File: src/rtl/color_roll_if.sv
// Handshake bundle between the game FSM / color detector and the roll controller.
interface color_roll_if;
    logic        roll_start;
    logic        roll_abort;
    logic        color_valid;
    logic [1:0]  dominant_color;
    logic [15:0] color_confidence;
    logic        move_valid;
    logic        move_ready;
    logic [1:0]  move_steps;
    logic [15:0] locked_confidence;
    logic        busy;
    logic        timeout;
    logic [1:0]  state;

    modport master (
        output roll_start, roll_abort, color_valid, dominant_color, color_confidence, move_ready,
        input  move_valid, move_steps, locked_confidence, busy, timeout, state
    );

    modport slave (
        input  roll_start, roll_abort, color_valid, dominant_color, color_confidence, move_ready,
        output move_valid, move_steps, locked_confidence, busy, timeout, state
    );
endinterface

File: src/rtl/color_roll_controller.sv
// Debounces per-frame color detections into a single locked move, with timeout and abort.
module color_roll_controller #(
    parameter int unsigned STABLE_FRAMES  = 4,
    parameter logic [15:0] MIN_CONFIDENCE = 16'd200,
    parameter logic [7:0]  TIMEOUT_FRAMES = 8'd120
) (
    input logic         clk,
    input logic         reset,
    color_roll_if.slave bus
);
    localparam logic [3:0] StableTarget = 4'(STABLE_FRAMES);

    typedef enum logic [1:0] {
        StIdle   = 2'b00,
        StSettle = 2'b01,
        StIssue  = 2'b10
    } state_e;

    state_e      state_q, state_d;
    logic [1:0]  candidate_q, candidate_d;
    logic [3:0]  stable_cnt_q, stable_cnt_d;
    logic [7:0]  frame_cnt_q, frame_cnt_d;
    logic        move_valid_q, move_valid_d;
    logic [1:0]  move_steps_q, move_steps_d;
    logic [15:0] locked_conf_q, locked_conf_d;
    logic        timeout_q, timeout_d;

    logic        qualify;
    logic [7:0]  frame_nxt;
    logic [3:0]  stable_nxt;
    logic [1:0]  candidate_nxt;

    assign qualify = bus.color_valid && (bus.dominant_color != 2'b00) &&
                     (bus.color_confidence >= MIN_CONFIDENCE);

    // Counter updates a SETTLE frame would produce; only committed when color_valid is seen.
    always_comb begin
        frame_nxt     = (frame_cnt_q == 8'hff) ? 8'hff : frame_cnt_q + 8'd1;
        stable_nxt    = 4'd0;
        candidate_nxt = 2'b00;
        if (qualify) begin
            candidate_nxt = bus.dominant_color;
            if (bus.dominant_color == candidate_q) begin
                stable_nxt = (stable_cnt_q == 4'hf) ? 4'hf : stable_cnt_q + 4'd1;
            end else begin
                stable_nxt = 4'd1;
            end
        end
    end

    always_comb begin
        state_d       = state_q;
        candidate_d   = candidate_q;
        stable_cnt_d  = stable_cnt_q;
        frame_cnt_d   = frame_cnt_q;
        move_valid_d  = move_valid_q;
        move_steps_d  = move_steps_q;
        locked_conf_d = locked_conf_q;
        timeout_d     = 1'b0;

        unique case (state_q)
            StIdle: begin
                if (bus.roll_start && !bus.roll_abort) begin
                    state_d      = StSettle;
                    candidate_d  = 2'b00;
                    stable_cnt_d = 4'd0;
                    frame_cnt_d  = 8'd0;
                end
            end
            StSettle: begin
                if (bus.roll_abort) begin
                    state_d = StIdle;
                end else if (bus.color_valid) begin
                    frame_cnt_d  = frame_nxt;
                    stable_cnt_d = stable_nxt;
                    candidate_d  = candidate_nxt;
                    // Lock is checked first so it wins over a coincident timeout.
                    if (qualify && stable_nxt == StableTarget) begin
                        state_d       = StIssue;
                        move_valid_d  = 1'b1;
                        move_steps_d  = candidate_nxt;
                        locked_conf_d = bus.color_confidence;
                    end else if (frame_nxt == TIMEOUT_FRAMES) begin
                        state_d   = StIdle;
                        timeout_d = 1'b1;
                    end
                end
            end
            StIssue: begin
                // A coincident ready completes delivery; abort alone drops the move.
                if ((move_valid_q && bus.move_ready) || bus.roll_abort) begin
                    state_d      = StIdle;
                    move_valid_d = 1'b0;
                end
            end
            default: state_d = StIdle;
        endcase
    end

    always_ff @(posedge clk or posedge reset) begin
        if (reset) begin
            state_q       <= StIdle;
            candidate_q   <= 2'b00;
            stable_cnt_q  <= 4'd0;
            frame_cnt_q   <= 8'd0;
            move_valid_q  <= 1'b0;
            move_steps_q  <= 2'b00;
            locked_conf_q <= 16'd0;
            timeout_q     <= 1'b0;
        end else begin
            state_q       <= state_d;
            candidate_q   <= candidate_d;
            stable_cnt_q  <= stable_cnt_d;
            frame_cnt_q   <= frame_cnt_d;
            move_valid_q  <= move_valid_d;
            move_steps_q  <= move_steps_d;
            locked_conf_q <= locked_conf_d;
            timeout_q     <= timeout_d;
        end
    end

    assign bus.move_valid        = move_valid_q;
    assign bus.move_steps        = move_steps_q;
    assign bus.locked_confidence = locked_conf_q;
    assign bus.timeout           = timeout_q;
    assign bus.state             = state_q;
    assign bus.busy              = (state_q != StIdle);
endmodule
File: src/flat_wrapper.sv
// flat-port wrapper written by rule: the top's interface ports become plain ports
module color_roll_controller_flat 
#(
    parameter int unsigned STABLE_FRAMES  = 4,
    parameter logic [15:0] MIN_CONFIDENCE = 16'd200,
    parameter logic [7:0]  TIMEOUT_FRAMES = 8'd120
)
  (clk, reset, bus_roll_start, bus_roll_abort, bus_color_valid, bus_dominant_color, bus_color_confidence, bus_move_ready, bus_move_valid, bus_move_steps, bus_locked_confidence, bus_busy, bus_timeout, bus_state);
  color_roll_if bus_i ();
  input logic clk;
  input logic reset;
  input wire logic [$bits(bus_i.roll_start)-1:0] bus_roll_start;
  input wire logic [$bits(bus_i.roll_abort)-1:0] bus_roll_abort;
  input wire logic [$bits(bus_i.color_valid)-1:0] bus_color_valid;
  input wire logic [$bits(bus_i.dominant_color)-1:0] bus_dominant_color;
  input wire logic [$bits(bus_i.color_confidence)-1:0] bus_color_confidence;
  input wire logic [$bits(bus_i.move_ready)-1:0] bus_move_ready;
  output wire logic [$bits(bus_i.move_valid)-1:0] bus_move_valid;
  output wire logic [$bits(bus_i.move_steps)-1:0] bus_move_steps;
  output wire logic [$bits(bus_i.locked_confidence)-1:0] bus_locked_confidence;
  output wire logic [$bits(bus_i.busy)-1:0] bus_busy;
  output wire logic [$bits(bus_i.timeout)-1:0] bus_timeout;
  output wire logic [$bits(bus_i.state)-1:0] bus_state;
  assign bus_i.roll_start = bus_roll_start;
  assign bus_i.roll_abort = bus_roll_abort;
  assign bus_i.color_valid = bus_color_valid;
  assign bus_i.dominant_color = bus_dominant_color;
  assign bus_i.color_confidence = bus_color_confidence;
  assign bus_i.move_ready = bus_move_ready;
  assign bus_move_valid = bus_i.move_valid;
  assign bus_move_steps = bus_i.move_steps;
  assign bus_locked_confidence = bus_i.locked_confidence;
  assign bus_busy = bus_i.busy;
  assign bus_timeout = bus_i.timeout;
  assign bus_state = bus_i.state;
  color_roll_controller #(.STABLE_FRAMES(STABLE_FRAMES), .MIN_CONFIDENCE(MIN_CONFIDENCE), .TIMEOUT_FRAMES(TIMEOUT_FRAMES)) u_core (.clk(clk), .reset(reset), .bus(bus_i));
endmodule
File: config.mk
export PLATFORM = sky130hd
export DESIGN_NAME = color_roll_controller_flat
export DESIGN_NICKNAME = d
export VERILOG_FILES = /design/src/rtl/color_roll_if.sv /design/src/rtl/color_roll_controller.sv /design/src/flat_wrapper.sv
export SDC_FILE = /design/constraint.sdc
export NUM_CORES = 1
export LEC_CHECK = 0
export CAP_MARGIN = 30
export CORE_AREA = 2 2 91 93
export CTS_BUF_LIST = sky130_fd_sc_hd__clkbuf_2 sky130_fd_sc_hd__clkbuf_4 sky130_fd_sc_hd__clkbuf_8
export DETAILED_ROUTE_END_ITERATION = 8
export DIE_AREA = 0 0 93 95
export GPL_TIMING_DRIVEN = 0
export HOLD_SLACK_MARGIN = 0.05
export PLACE_DENSITY = 0.41
export SKIP_LAST_GASP = 1
export SLEW_MARGIN = 5
export SYNTH_ARGS = -nofsm -noshare
export SYNTH_HDL_FRONTEND = slang
export SYNTH_SLANG_ARGS = --single-unit
export TNS_END_PERCENT = 1
File: constraint.sdc
create_clock -name clk -period 3.95 [get_ports clk]
set_input_delay 0.395 -clock clk [delete_from_list [all_inputs] [get_ports clk]]
set_output_delay 0.395 -clock clk [all_outputs]
set_load 0.02 [all_outputs]
==> summary.md <==
| Metric | Value |
|---|---|
| Flops & latches, synth | 36 |
| Root Driver | clkbuf_8 |
| Worst endpoint required time | 4130 ps |
| N_diodes | 0 |
| Initial DRC count | 106 |
| Register area | 901 µm² |
| IO Port Bufs | 46 |
| Ys async rst share | 1.00 |
| Worst path most repeated cell | nor4bb_1 |
| Crit path time final | 2590 ps |
| Max Buffers Root-to-Sink | 2 |
| Fraction of layout cells with a size suffix above 1 | 0.188 |
| Area grow syn2layout | 37.5% |
| Syn Nets | 190 |
| Die area | 8840 µm² |
| Initial antenna violation count | 0 |
| Max Clock Skew | between 8 and 9 ps |
| CTS tree | done |
| Mapped Area | between 1500 and 2000 µm² |
| WL/cell | 13.6 µm |
| Final Max Slew Viols | 0 |
| Multi-input logic area | 930 µm² |
| Setup Viol. Count Final | 0 |
| Latest clock arrival within the worst-skew pair | 290 ps |
| Max transition margin | 0.368 |
| IR Drop Worst-Case VDD | 0.110 mV |
| Seq/Total Area, Yosys | 0.476 |
| Data arrival, critical path | 2770 ps |
| Most area-consuming cells after synthesis | dfrtp_1 (48%), mux2_4 (7.1%), mux2_2 (4.2%), a21oi_1 (2.9%), nor2_1 (2.6%) |
| Final WL | 4.39 mm |
| 1st-pass router iterations | 4 |
| Syn. warnings | 0 |
| Cell taking the most area after synthesis | dfrtp_1 |
| Status | completed |
| Non-Filler Instances | 323 |
| Post-Syn Instances | about 160 |
| Die W | 93 µm |
| Starting Density | 0.239 |
| Avg Inst Size Synth | 11.5 µm² |
| Total negative slack | 0 ps |
| Maximum clock frequency | between 300 and 400 MHz |
| Clock Sinks | 36 |
| Largest stage delay on the critical path | 830 ps |
| Worst-path fanout max | 6 |
| Cts bufs inserted | 5 |
| GRT Util Overall | 0.111 |
| Hold_buf cts | 0 |
| Reg clk slew, reported paths | ~80 ps |
| Num ports | 47 |
| Setup CP Type | flip-flop to flip-flop |
| Highest-delay cell along the critical path | nor4bb_1 |
| Least-Margin Pin Slew | 936 ps |
| Post-CTS Setup Inserts | 0 |
| Top cell type's share of synthesized area | 0.476 |
| DRT antenna net count | 0 |
| Via Count | 1,497 |
| Vias in the first global route | 1,515 |
| GRT overflow | 0 |
| Fill cells | 820 |
| Dpl hpwl | 3.20 mm |
| GP Congestion | 0.735 |
| Largest net degree at the start of global routing | 37 |
| Critical path startpoint category | flip-flop |
| # H-tree levels | 2 |
| Worst hold slack | 513 ps |
| DRC errors left | 0 |
| MaxCap Viol Count | 0 |
| Top_reg_cell synth | dfrtp_1 |
| Row cnt | 33 |
| Hold Vio Cnt, Final | 0 |
| Core area | 7930 µm² |
| Hold/Removal Path Class | flip-flop to flip-flop |
| Resized cells post-CTS | 0 |
| Post-synth EDFFs | 0 |
| RSZ-0062 raised after global routing | false |
| First-pass GRT wire length | approximately 7.6 mm |
| Final Net Count | between 200 and 250 |
| Final Cycle Share | 0.655 |
| Crit path cell chain | ha_1 > nor4bb_1 > a22oi_1 > nor4bb_1 > nand2_1 > a32o_1 |
| Power density over the cells | 322 nW/µm² |
| Inst Count DP | 315 |
| CP Capture Type | flip-flop |
| Distinct cells, synth | 43 |
| Vias per Instance | 4.63 |
| Die Y | 95 µm |
| P_leak | 1.08 nW |
==> kinds of logic (layout without fill, tap and decap cells) <==
group           Yosys count  in the layout  share of synthesized area
compound gates           36             36                      0.133
xor+xnor                  2              2                    0.00925
fa+ha+maj                 2              2                     0.0132
buf+inv                   8             62                     0.0363
flops                    36             36                      0.476
mux                      20             20                      0.134
simple gates             60             60                      0.198
==> cells in the mapped netlist, types with 2 or more instances <==
cell      number
and3_1         5
a311oi_1       3
inv_1          3
nand4_1        4
ha_1           2
nand2_1        9
mux2_2         7
o21a_1         2
dfrtp_1       36
a32o_1         2
mux2i_1        4
a22o_2         3
a21oi_1       11
nor4_1         3
o21ai_0        7
nor2b_1        2
nand2b_1       2
nor2_1        13
nor3b_1        2
nor3_1         2
xnor2_1        2
nand3b_1       4
nand3_1        3
nor4bb_1       3
mux2_4         9
o211ai_1       2
buf_6          3
==> path summary, 6_finish.rpt <==
check / from / to / slack (ps) / cells past startpoint
setup / recovery: u_core.stable_cnt_q[0] / u_core.bus.move_steps[0] / 1360 / 6
hold / removal: u_core.frame_cnt_q[0] / u_core.frame_cnt_q[0] / 510 / 1
setup reg to reg: u_core.stable_cnt_q[0] / u_core.bus.move_steps[0] / 1360 / 6
hold reg to reg: u_core.frame_cnt_q[0] / u_core.frame_cnt_q[0] / 510 / 1
max in group asynchronous: reset / u_core.frame_cnt_q[4] / 2880 / 2
min in group asynchronous: reset / u_core.bus.locked_confidence[10] / 570 / 2
==> per-stage QoR <==
step | util | total power [mW] | setup slack [ps] | instance area [µm²]
after floorplan | - | 0.462 | 1750 | 1890
after global placement | 0.313 | 0.515 | 987 | 2480
after detailed placement | 0.314 | 0.515 | 1100 | 2490
after CTS | 0.328 | 0.858 | 1350 | 2600
after global routing | 0.328 | 0.894 | 1150 | 2600
final | 0.328 | 0.838 | 1360 | 2600
==> sequential cells by signal, indices dropped and copies added, names as in the netlist <==
name / count
u_core.bus.locked_confidence: 16
u_core.candidate_q: 2
u_core.stable_cnt_q: 4
u_core.frame_cnt_q: 8
u_core.bus.move_valid: 1
u_core.bus.move_steps: 2
u_core.bus.timeout: 1
u_core.bus.state: 2
==> critical path: cells and delay by family, from the launching register on <==
family	cells	cell delay, ps
AO/OA/AOI/OAI	2	430
flip-flops	1	430
AND/OR/NAND/NOR	3	1280
adder cells (fa/ha/maj)	1	340
==> cell usage in the layout (no fill, tap or decap), drive strengths merged, types with 3 or more instances in the layout <==
cell / Yosys / final
clkdlybuf4s50: 0 / 46
dfrtp: 36 / 36
mux2: 16 / 16
nor2: 13 / 13
a21oi: 11 / 11
nand2: 9 / 9
o21ai: 7 / 7
and3: 6 / 6
clkbuf: 1 / 6
mux2i: 4 / 4
nand4: 4 / 4
nand3b: 4 / 4
buf: 4 / 4
a22o: 4 / 4
nor4bb: 3 / 3
nand3: 3 / 3
a311oi: 3 / 3
nor4: 3 / 3
inv: 3 / 3
nor2b: 3 / 3
==> where the power goes <==
part	leakage (nW)	switching (mW)	internal [mW]
registers	0.497	0.0168	0.381
clock network	0.0541	0.145	0.187
logic	0.529	0.0517	0.0562
==> per-layer routing <==
metal	vias to the layer above	routed length [µm]	GRT usage
li1	720	-	-
met1	729	2200	0.154
met2	43	1840	0.160
met3	5	288	0.0399
met4	0	62	0.0368
met5	-	0	0
==> area by class of cell <==
cell class / count / area share
buffer: 5 / 0.0221
multi-input combinational: 120 / 0.357
inverter: 3 / 0.00433
timing repair buffer: 46 / 0.177
clock inverter: 3 / 0.0163
clock buffer: 5 / 0.0264
sequential: 36 / 0.346
tap: 105 / 0.0505
Power figures use the tool's default switching activity.
